### config.mk
export PLATFORM = sky130hd
export DESIGN_NAME = ercm_err_accum
export DESIGN_NICKNAME = d
export VERILOG_FILES = /design/src/rtl/ercm_err_accum.sv
export SDC_FILE = /design/constraint.sdc
export NUM_CORES = 1
export LEC_CHECK = 0
export CAP_MARGIN = 20
export CORE_MARGIN = 2
export CORE_UTILIZATION = 55
export CTS_CLUSTER_SIZE = 20
export DETAILED_ROUTE_END_ITERATION = 16
export PLACE_DENSITY = 0.79
export RECOVER_POWER = 50
export SLEW_MARGIN = 20
export SYNTH_ARGS = -nofsm -noshare
export SYNTH_HDL_FRONTEND = slang
export SYNTH_SLANG_ARGS = --single-unit
### constraint.sdc
create_clock -name clk -period 6.75 [get_ports clk]
set_input_delay 1.6875 -clock clk [delete_from_list [all_inputs] [get_ports clk]]
set_output_delay 1.6875 -clock clk [all_outputs]
set_load 0.05 [all_outputs]
### src/rtl/ercm_err_accum.sv
// ercm_err_accum: error-metric accumulator for an approximate W x W multiplier.
// Recomputes the exact product for each accepted sample, then accumulates
// error count, signed/absolute error-distance sums and the max error distance
// over a campaign of num_samples samples, bracketed by start/done.
module ercm_err_accum #(
  parameter int W   = 8,
  parameter int N_W = 16
) (
  input  logic                 clk,
  input  logic                 rst_n,
  input  logic                 start,
  input  logic [N_W-1:0]       num_samples,
  input  logic                 in_valid,
  output logic                 in_ready,
  input  logic [W-1:0]         dat_in_a,
  input  logic [W-1:0]         dat_in_b,
  input  logic [2*W-1:0]       dat_apprx,
  output logic                 busy,
  output logic                 done,
  output logic [N_W-1:0]       samp_cnt,
  output logic [N_W-1:0]       err_cnt,
  output logic [N_W+2*W:0]     sum_ed,
  output logic [N_W+2*W-1:0]   sum_ed_abs,
  output logic [2*W-1:0]       max_ed
);

  typedef enum logic [1:0] {IDLE, RUN, DRAIN, DONE} state_t;

  // Stage-1 payload: exact product alongside the multiplier's approximation.
  typedef struct packed {
    logic [2*W-1:0] exact;
    logic [2*W-1:0] apprx;
  } s1_t;

  state_t         state, state_nxt;
  logic [N_W-1:0] num_lat;
  logic [N_W-1:0] samp_nxt;
  logic           accept, start_acc, last_acc;
  s1_t            s1;
  logic           s1_valid;
  logic [2*W:0]   ed;
  logic [2*W:0]   ed_neg;
  logic [2*W-1:0] ed_abs;

  assign in_ready  = (state == RUN);
  assign busy      = (state == RUN) || (state == DRAIN);
  assign done      = (state == DONE);
  assign accept    = in_valid & in_ready;
  assign start_acc = start & (state == IDLE);
  assign samp_nxt  = samp_cnt + {{(N_W-1){1'b0}}, 1'b1};
  // The sample that brings the count up to the programmed total closes RUN.
  assign last_acc  = accept & (samp_nxt == num_lat);

  // State register.
  always_ff @(posedge clk or negedge rst_n) begin
    if (!rst_n) state <= IDLE;
    else        state <= state_nxt;
  end

  // Next-state: RUN until the last sample, one DRAIN cycle for stage 2,
  // then a single DONE cycle. A zero-length campaign goes straight to DONE.
  always_comb begin
    state_nxt = state;
    case (state)
      IDLE:  if (start) state_nxt = (num_samples == '0) ? DONE : RUN;
      RUN:   if (last_acc) state_nxt = DRAIN;
      DRAIN: state_nxt = DONE;
      DONE:  state_nxt = IDLE;
      default: state_nxt = IDLE;
    endcase
  end

  // Campaign length latch and accepted-sample counter.
  always_ff @(posedge clk or negedge rst_n) begin
    if (!rst_n) begin
      num_lat  <= '0;
      samp_cnt <= '0;
    end else if (start_acc) begin
      num_lat  <= num_samples;
      samp_cnt <= '0;
    end else if (accept) begin
      samp_cnt <= samp_nxt;
    end
  end

  // Stage 1: exact product and approximate product captured together.
  always_ff @(posedge clk or negedge rst_n) begin
    if (!rst_n) begin
      s1       <= '0;
      s1_valid <= 1'b0;
    end else begin
      s1_valid <= accept;
      if (accept) begin
        s1.exact <= {{W{1'b0}}, dat_in_a} * {{W{1'b0}}, dat_in_b};
        s1.apprx <= dat_apprx;
      end
    end
  end

  // Error distance at 2W+1 bits so the sign survives; magnitude fits in 2W.
  always_comb begin
    ed     = {1'b0, s1.exact} - {1'b0, s1.apprx};
    ed_neg = '0 - ed;
    ed_abs = ed[2*W] ? ed_neg[2*W-1:0] : ed[2*W-1:0];
  end

  // Stage 2: statistics, cleared by an accepted start and held otherwise.
  always_ff @(posedge clk or negedge rst_n) begin
    if (!rst_n) begin
      err_cnt    <= '0;
      sum_ed     <= '0;
      sum_ed_abs <= '0;
      max_ed     <= '0;
    end else if (start_acc) begin
      err_cnt    <= '0;
      sum_ed     <= '0;
      sum_ed_abs <= '0;
      max_ed     <= '0;
    end else if (s1_valid) begin
      sum_ed     <= sum_ed + {{N_W{ed[2*W]}}, ed};
      sum_ed_abs <= sum_ed_abs + {{N_W{1'b0}}, ed_abs};
      if (ed != '0)       err_cnt <= err_cnt + {{(N_W-1){1'b0}}, 1'b1};
      if (ed_abs > max_ed) max_ed <= ed_abs;
    end
  end

endmodule

==> results of run 1 <==
==> worst max-delay path, stage by stage (launching register included) <==
cell	delay [ns]
sky130_fd_sc_hd__dfrtp_1	0.36
sky130_fd_sc_hd__inv_1	0.07
sky130_fd_sc_hd__ha_1	0.16
sky130_fd_sc_hd__inv_1	0.05
sky130_fd_sc_hd__fa_1	0.39
sky130_fd_sc_hd__a21o_1	0.17
sky130_fd_sc_hd__a21o_1	0.24
sky130_fd_sc_hd__a21oi_2	0.28
sky130_fd_sc_hd__nor4_1	0.12
sky130_fd_sc_hd__o41a_1	0.49
sky130_fd_sc_hd__or2_1	0.36
sky130_fd_sc_hd__inv_1	0.14
sky130_fd_sc_hd__mux2i_1	0.36
sky130_fd_sc_hd__inv_1	0.13
sky130_fd_sc_hd__ha_1	0.30
sky130_fd_sc_hd__a21o_1	0.10
sky130_fd_sc_hd__a21o_1	0.17
sky130_fd_sc_hd__a2111oi_0	0.11
sky130_fd_sc_hd__buf_4	0.16
sky130_fd_sc_hd__o31a_1	0.35
sky130_fd_sc_hd__o21ai_0	0.37
sky130_fd_sc_hd__a221oi_1	0.13
sky130_fd_sc_hd__buf_4	0.20
sky130_fd_sc_hd__nor4b_1	0.42
sky130_fd_sc_hd__xnor2_1	0.17
sky130_fd_sc_hd__nor2_1	0.05
==> Yosys cell counts, types with 32 or more instances <==
cell type                  count  area share, %
sky130_fd_sc_hd__dfrtp_1     164             31
sky130_fd_sc_hd__xnor2_1      53            3.5
sky130_fd_sc_hd__nor2_1      115            3.2
sky130_fd_sc_hd__nand3_1      32            1.2
sky130_fd_sc_hd__xor2_1       52            3.4
sky130_fd_sc_hd__inv_1       117            3.3
sky130_fd_sc_hd__fa_1         39            5.8
sky130_fd_sc_hd__nand2_1     203            5.7
sky130_fd_sc_hd__clkbuf_1     45            1.3
sky130_fd_sc_hd__and2_1       40            1.9
sky130_fd_sc_hd__a21oi_1      87            3.2
sky130_fd_sc_hd__o21ai_0      96            3.6
sky130_fd_sc_hd__nor3_1       33            1.2
sky130_fd_sc_hd__ha_1        127             12
==> worst max-delay path by stage <==
stage	slack (ns)	endpoint	depth (start not counted)	start
2_1_floorplan	0.93	sum_ed_abs[21]	26	s1[16]
3_3_place_gp	0.51	s1[30]	16	dat_in_a[1]
3_5_place_dp	0.42	s1[31]	17	dat_in_a[1]
4_1_cts	0.72	sum_ed_abs[31]	25	s1[16]
5_1_grt	0.22	sum_ed_abs[31]	25	s1[16]
6_report	0.73	sum_ed_abs[31]	25	s1[16]
==> kinds of logic (layout without fill, tap and decap cells) <==
kind of cell	after synthesis	in the layout
adder cells (fa/ha/maj)	166	166
multiplexers	29	29
AO/OA/AOI/OAI	366	366
flip-flops	164	164
buffers and inverters	177	331
XOR/XNOR	105	105
AND/OR/NAND/NOR	547	547
==> layout make-up <==
class | count | area share, %
flip-flops and latches | 164 | 25.8
inverters | 118 | 2.78
well taps | 324 | 2.55
multi-input cells | 1213 | 54.1
repair buffers | 181 | 11.0
clock buffers | 19 | 2.85
clock inverters | 13 | 0.920
==> metrics by stage <==
stage / cells / area (um2) / hold WS, ns
6_report: 2032 / 15900 / 0.480
5_1_grt: 2032 / 15900 / 0.519
4_1_cts: 2032 / 15900 / 0.488
3_5_place_dp: 2000 / 15300 / 0.473
3_3_place_gp: 2000 / 15300 / 0.460
2_1_floorplan: 1554 / 13400 / 0.450
==> layout by cell type (no fill, tap or decap), types with 39 or more instances in the layout <==
cell                              count
sky130_fd_sc_hd__nand2_1            203
sky130_fd_sc_hd__clkdlybuf4s50_1    158
sky130_fd_sc_hd__ha_1               127
sky130_fd_sc_hd__a21oi_1             87
sky130_fd_sc_hd__xnor2_1             53
sky130_fd_sc_hd__inv_1              117
sky130_fd_sc_hd__and2_1              39
sky130_fd_sc_hd__nor2_1             115
sky130_fd_sc_hd__xor2_1              52
sky130_fd_sc_hd__fa_1                39
sky130_fd_sc_hd__o21ai_0             96
sky130_fd_sc_hd__dfrtp_1            163
==> metal layers <==
metal	track usage, %	share of wire (%)	up-vias
li1	-	-	5704
met1	35.0	46	5586
met2	42.8	48	289
met3	2.96	4.1	31
met4	6.92	1.5	0
met5	0	0	-
==> registers in the layout, summed over array words and instances (netlist names) <==
name        flops
sum_ed         33
s1             32
sum_ed_abs     32
err_cnt        16
max_ed         16
num_lat        16
samp_cnt       16
state           2
s1_valid        1
==> results.txt, run 1 <==
----------------------------------------------------
[Synth]
  Most used flip-flop cell after synthesis ... sky130_fd_sc_hd__dfrtp_1
  Share of async-settable or async-resettable flops after synthesis ... 100%
  Synthesized-area fraction occupied by adder cells ... around 18%
  Synthesized-area fraction occupied by xor and xnor cells ... 6.86%
  Number of synthesized flops with an enable pin ... 0
  Mean cell area of the mapped netlist ... 8.62 um2
  Portion of netlist area occupied by mux cells ... roughly 2.2%
  Seq/Total Area, Yosys ... a little under a third
  Synthesized net count ... about 1800
  Dominant combinational cell family by area after synthesis ... simple AND/OR/NAND/NOR gates
  Synthesized cell area ... approximately 13000 um2
  Number of distinct standard cells referenced by the synthesized netlist ... 76
  FF+latch count, synth ... approximately 160
  Synthesized-area fraction occupied by ao, oa, aoi and oai cells ... roughly 18%
  Post-synthesis instance total ... roughly 1600
  Number of warning messages in the yosys log ... 0
  Post-synthesis simple-gate area fraction ... between 15 and 20%

[Critical path]
  Setup crit start kind ... flop
  Crit-path max FO ... 13
  Critical R2R Launch ... s1[16]
  Endpoint required time on the critical path ... 7.03 ns
  FF-to-FF setup slack ... approximately 0.73 ns
  Startpoint-to-endpoint class of the critical path ... reg2reg
  Setup crit end kind ... flop
  Worst path arrival time ... 6.31 ns
  Worst r2r path cells ... 25
  Destination of the worst register-to-register timing path ... sum_ed_abs[31]

[Status]
  Violated checks ... capacitance limit, slew limit
  Result of the run ... finished with violations

[Timing]
  PnR worst setup slack ... ~0.73 ns
  Unrepaired setup endpoints after global routing ... false
  Final worst clock skew ... 0.0166 ns
  Final-report max-slew violation count ... 260
  Crit path time final ... 6.02 ns
  Final-layout setup total negative slack ... 0 ns
  Final setup violation count ... 0
  Fin crit share ... between 80% and 90%
  Measured slew at the worst slew-check pin ... 2.78 ns
  Relative slew margins ... -85.4%
  Maximum operating frequency ... ~170 MHz
  Final count of hold timing violations ... 0

[Clock network]
  CTS max path bufs ... 2
  Hold buffers post-CTS ... 0
  Clock tree from TritonCTS ... yes
  Setup fix buffers added after clock tree synthesis ... 0
  Num CTS Buffers ... 17
  Clock input transition at the sequential cells of the worst setup and hold paths ... around 0.070 ns
  Post-CTS resize count ... 0
  Number of sinks handled by clock tree synthesis ... 164
  Library cell used as clock root buffer ... sky130_fd_sc_hd__clkbuf_16
  Source-to-sink clock delay at the later pin of the worst-skew pair ... between 0.4 and 0.5 ns
  # H-tree levels ... 4

[Min path]
  Hold endpoint ... err_cnt[15]
  Classification of the worst-slack hold path ... reg2reg
  Min-Delay Startpoint ... err_cnt[15]
  Worst hold path stage count ... 1

[Layout]
  Post-Route Utilization ... around two thirds
  Synth-to-layout area growth ... 18.8%
  Filler cell count ... approximately 2000
  ANT cells ... 0
  Area taken by flip-flops and latches ... a little over 4000 um2
  Layout cell share with drive strength beyond 1 ... 3.63%
  Number of nets in the layout ... 1913
  Area used by multi-input combinational logic ... roughly 8600 um2

[Global route]
  Initial antenna violation count ... 0
  Combined global-route utilization of all metal layers ... about a quarter
  Congestion Overflow GR ... 0
  Wire length of the first global-routing pass ... between 50000 and 60000 um
  Vias in the first global route ... 11200
  Pin count of the biggest net entering global routing ... 81

[Routing]
  Number of nets with antenna violations after detailed routing ... 0
  Vias/cell ... 5.71
  Count of vias placed by the detailed router ... ~12000
  WL final ... ~32000 um
  DRC marker count from the first detailed-route iteration ... approximately 800
  1st-pass router iterations ... 7
  WL per Instance ... around 16 um
  DRC Markers ... 0

[Run]
  Reported max-cap violation count ... 5

[Floorplanning]
  Horizontal die dimension ... between 150 and 200 um
  Die Area ... approximately 26000 um2
  I/O pin cnt ... about 170
  Row Count ... 57
  Starting density of the core ... 55.6%
  DIE HEIGHT ... about 160 um
  Core footprint ... around 24000 um2

[Placed design]
  Number of port buffers ... between 150 and 200
  Setup slack at placement ... roughly 0.42 ns
  Detailed placement HPWL ... between 20000 and 25000 um
  Weighted congestion at the end of routability-driven global placement ... between 0.8 and 0.9

----------------------------------------------------
Power of run 1 is not shown: default switching activity piles up to over one toggle a cycle in this logic, so the estimate is an artifact.
==> run 2: changes to the inputs <==
--- a/config.mk
+++ b/config.mk
@@ -10,6 +10,7 @@
 export CORE_UTILIZATION = 55
 export CTS_CLUSTER_SIZE = 20
 export DETAILED_ROUTE_END_ITERATION = 16
+export GPL_ROUTABILITY_DRIVEN = 0
 export PLACE_DENSITY = 0.79
 export RECOVER_POWER = 50
 export SLEW_MARGIN = 20
==> constraint.sdc (replaced) <==
create_clock -name clk -period 5.64 [get_ports clk]
set_input_delay 1.41 -clock clk [delete_from_list [all_inputs] [get_ports clk]]
set_output_delay 1.41 -clock clk [all_outputs]
set_load 0.05 [all_outputs]
==> run 2 against run 1 <==
Compared with the run above: the run still ends with capacitance limit, slew limit left; worst hold slack worse by 0.0065 ns; highest routed layer unchanged; clock skew down 0.0045 ns; clock-buffer cell count unchanged; non-clock buffer count up 37; global-route usage up 0.73 points; die area unchanged; design area up 2.4%; wire length up 4.1%; sequential share of layout area down 0.59 points; final cell count up 1.8%; critical path depth down 9.
==> results.txt, run 2 (same netlist as run 1, synthesis figures left out) <==
----------------------------------------------------
[Layout]
  Max reg flops ... 33
  Synth-to-layout area growth ... 21.6%
  Registers with the most flip-flops ... sum_ed x33, s1 x32, sum_ed_abs x32
  ANT cells ... 0
  Number of nets in the layout ... around 2000
  Post-route cell area ... between 15000 and 20000 um2
  Post-Route Utilization ... 67.6%
  Layout cell share with drive strength beyond 1 ... between 6 and 7%
  Most frequent cells in the layout ... sky130_fd_sc_hd__nand2_1, sky130_fd_sc_hd__dfrtp_1, sky130_fd_sc_hd__clkdlybuf4s50_1, sky130_fd_sc_hd__ha_1, sky130_fd_sc_hd__inv_1
  Register bank with the most flops ... sum_ed
  Most common cell after layout, fill and taps aside ... sky130_fd_sc_hd__nand2_1

[Clock network]
  Number of sinks handled by clock tree synthesis ... approximately 160
  Clock tree from TritonCTS ... yes
  Source-to-sink clock delay at the later pin of the worst-skew pair ... ~0.43 ns
  Num CTS Buffers ... 17
  Hold buffers post-CTS ... 0
  CTS max path bufs ... 2
  # H-tree levels ... 4
  Clock input transition at the sequential cells of the worst setup and hold paths ... roughly 0.070 ns
  Library cell used as clock root buffer ... sky130_fd_sc_hd__clkbuf_16

[Timing]
  Relative slew margins ... -66.4%
  Crit path time final ... around 5.4 ns
  Fin crit share ... 96.3%
  Final-report max-slew violation count ... between 150 and 200
  Post-Route Hold Slack ... 0.474 ns
  Measured slew at the worst slew-check pin ... 2.50 ns
  Final count of hold timing violations ... 0
  Final setup violation count ... 0
  Final worst clock skew ... 0.0121 ns
  Maximum operating frequency ... 184 MHz

[Routing]
  DRC Markers ... 0
  WL final ... 33700 um
  Count of vias placed by the detailed router ... 12000
  WL per Instance ... ~16 um
  Vias/cell ... just under 6
  1st-pass router iterations ... 5
  Number of nets with antenna violations after detailed routing ... 0
  DRC marker count from the first detailed-route iteration ... slightly above 800

[Global route]
  Pin count of the biggest net entering global routing ... 98
  Congestion Overflow GR ... 0
  Combined global-route utilization of all metal layers ... 26.2%
  Wire length of the first global-routing pass ... 55900 um
  Initial antenna violation count ... 0
  Vias in the first global route ... 11600

[Critical path]
  Startpoint-to-endpoint class of the critical path ... in2reg
  Crit-path max FO ... 3
  Setup crit end kind ... flop
  Setup crit start kind ... input port
  Endpoint required time on the critical path ... a little under 6 ns
  Worst path arrival time ... roughly 5.7 ns
  FF-to-FF setup slack ... about 0.25 ns

[Floorplanning]
  I/O pin cnt ... 168
  Core footprint ... between 20000 and 25000 um2
  Row Count ... between 50 and 60
  Die Area ... 25600 um2
  DIE HEIGHT ... roughly 160 um
  Starting density of the core ... between 50% and 60%
  Horizontal die dimension ... 160 um

[Status]
  Violated checks ... capacitance limit, slew limit
  Result of the run ... finished with violations

[Placed design]
  Post-Place Cell Area ... 15600 um2
  Detailed placement HPWL ... approximately 26000 um
  Number of port buffers ... approximately 170

[Run]
  Reported max-cap violation count ... 3

[Min path]
  Classification of the worst-slack hold path ... reg2reg

----------------------------------------------------
run 2: cell count changes in the layout (fill, tap and decap cells not counted), sizes merged:
cell and delta:
clkinv -1, clkbuf -1, clkinvlp -1, buf +38, bufinv +2, dlygate4sd3 +6, clkdlybuf4s50 -6
run 2: metrics by stage:
step           instances  TNS (ns)  setup slack, ns
4_1_cts             2066         0           0.0353
5_1_grt             2069    -0.233          -0.0436
6_report            2069         0            0.211
2_1_floorplan       1554         0           0.0569
3_3_place_gp        2034    -0.296           -0.125
3_5_place_dp        2034    -0.789           -0.267
run 2: routing by layer:
| metal | track usage [%] | wire length, um | vias up | part of all wire [%] |
|---|---|---|---|---|
| met5 | 0 | 0 | - | 0 |
| met3 | 3.43 | 1650 | 42 | 4.9 |
| met4 | 6.84 | 589 | 0 | 1.7 |
| met2 | 44.7 | 16400 | 346 | 49 |
| li1 | - | - | 5797 | - |
| met1 | 35.4 | 15100 | 5796 | 45 |
run 2: repair_timing:
action / CTS / global route
setup endpoints to repair: 0 / 23
buffers inserted: 0 / 3
resized for setup: 0 / 10
run 2: final timing paths:
| path | endpoint | cells after the start | from |
|---|---|---|---|
| setup / recovery | s1[30] | 16 | dat_in_a[1] |
| min in group asynchronous | sum_ed_abs[22] | 1 | rst_n |
| max in group asynchronous | s1[9] | 2 | rst_n |
| setup reg to reg | sum_ed_abs[17] | 25 | s1[16] |
| hold / removal | err_cnt[15] | 1 | err_cnt[15] |
| hold reg to reg | err_cnt[15] | 1 | err_cnt[15] |
run 2: critical path: stages:
cell and delay, ns:
sky130_fd_sc_hd__clkdlybuf4s50_1 0.43, sky130_fd_sc_hd__and2_1 0.20, sky130_fd_sc_hd__fa_1 0.46, sky130_fd_sc_hd__fa_1 0.55, sky130_fd_sc_hd__inv_1 0.05, sky130_fd_sc_hd__fa_1 0.47
sky130_fd_sc_hd__fa_1 0.54, sky130_fd_sc_hd__inv_1 0.04, sky130_fd_sc_hd__ha_1 0.32, sky130_fd_sc_hd__a21o_1 0.18, sky130_fd_sc_hd__a21o_1 0.19, sky130_fd_sc_hd__a21oi_1 0.17
sky130_fd_sc_hd__o21ai_0 0.16, sky130_fd_sc_hd__o41ai_2 0.26, sky130_fd_sc_hd__xor2_1 0.18, sky130_fd_sc_hd__o21ai_0 0.10
run 2: final cells by class:
cell class / instances / area [um2]
Multi-Input combinational cell: 1213 / 8670
Fill cell: 2002 / 7810
Sequential cell: 164 / 4110
Timing Repair Buffer: 218 / 2040
Inverter: 118 / 443
Clock buffer: 19 / 433
Tap cell: 324 / 405
Clock inverter: 13 / 198
Power of run 2 is left out for the same reason.
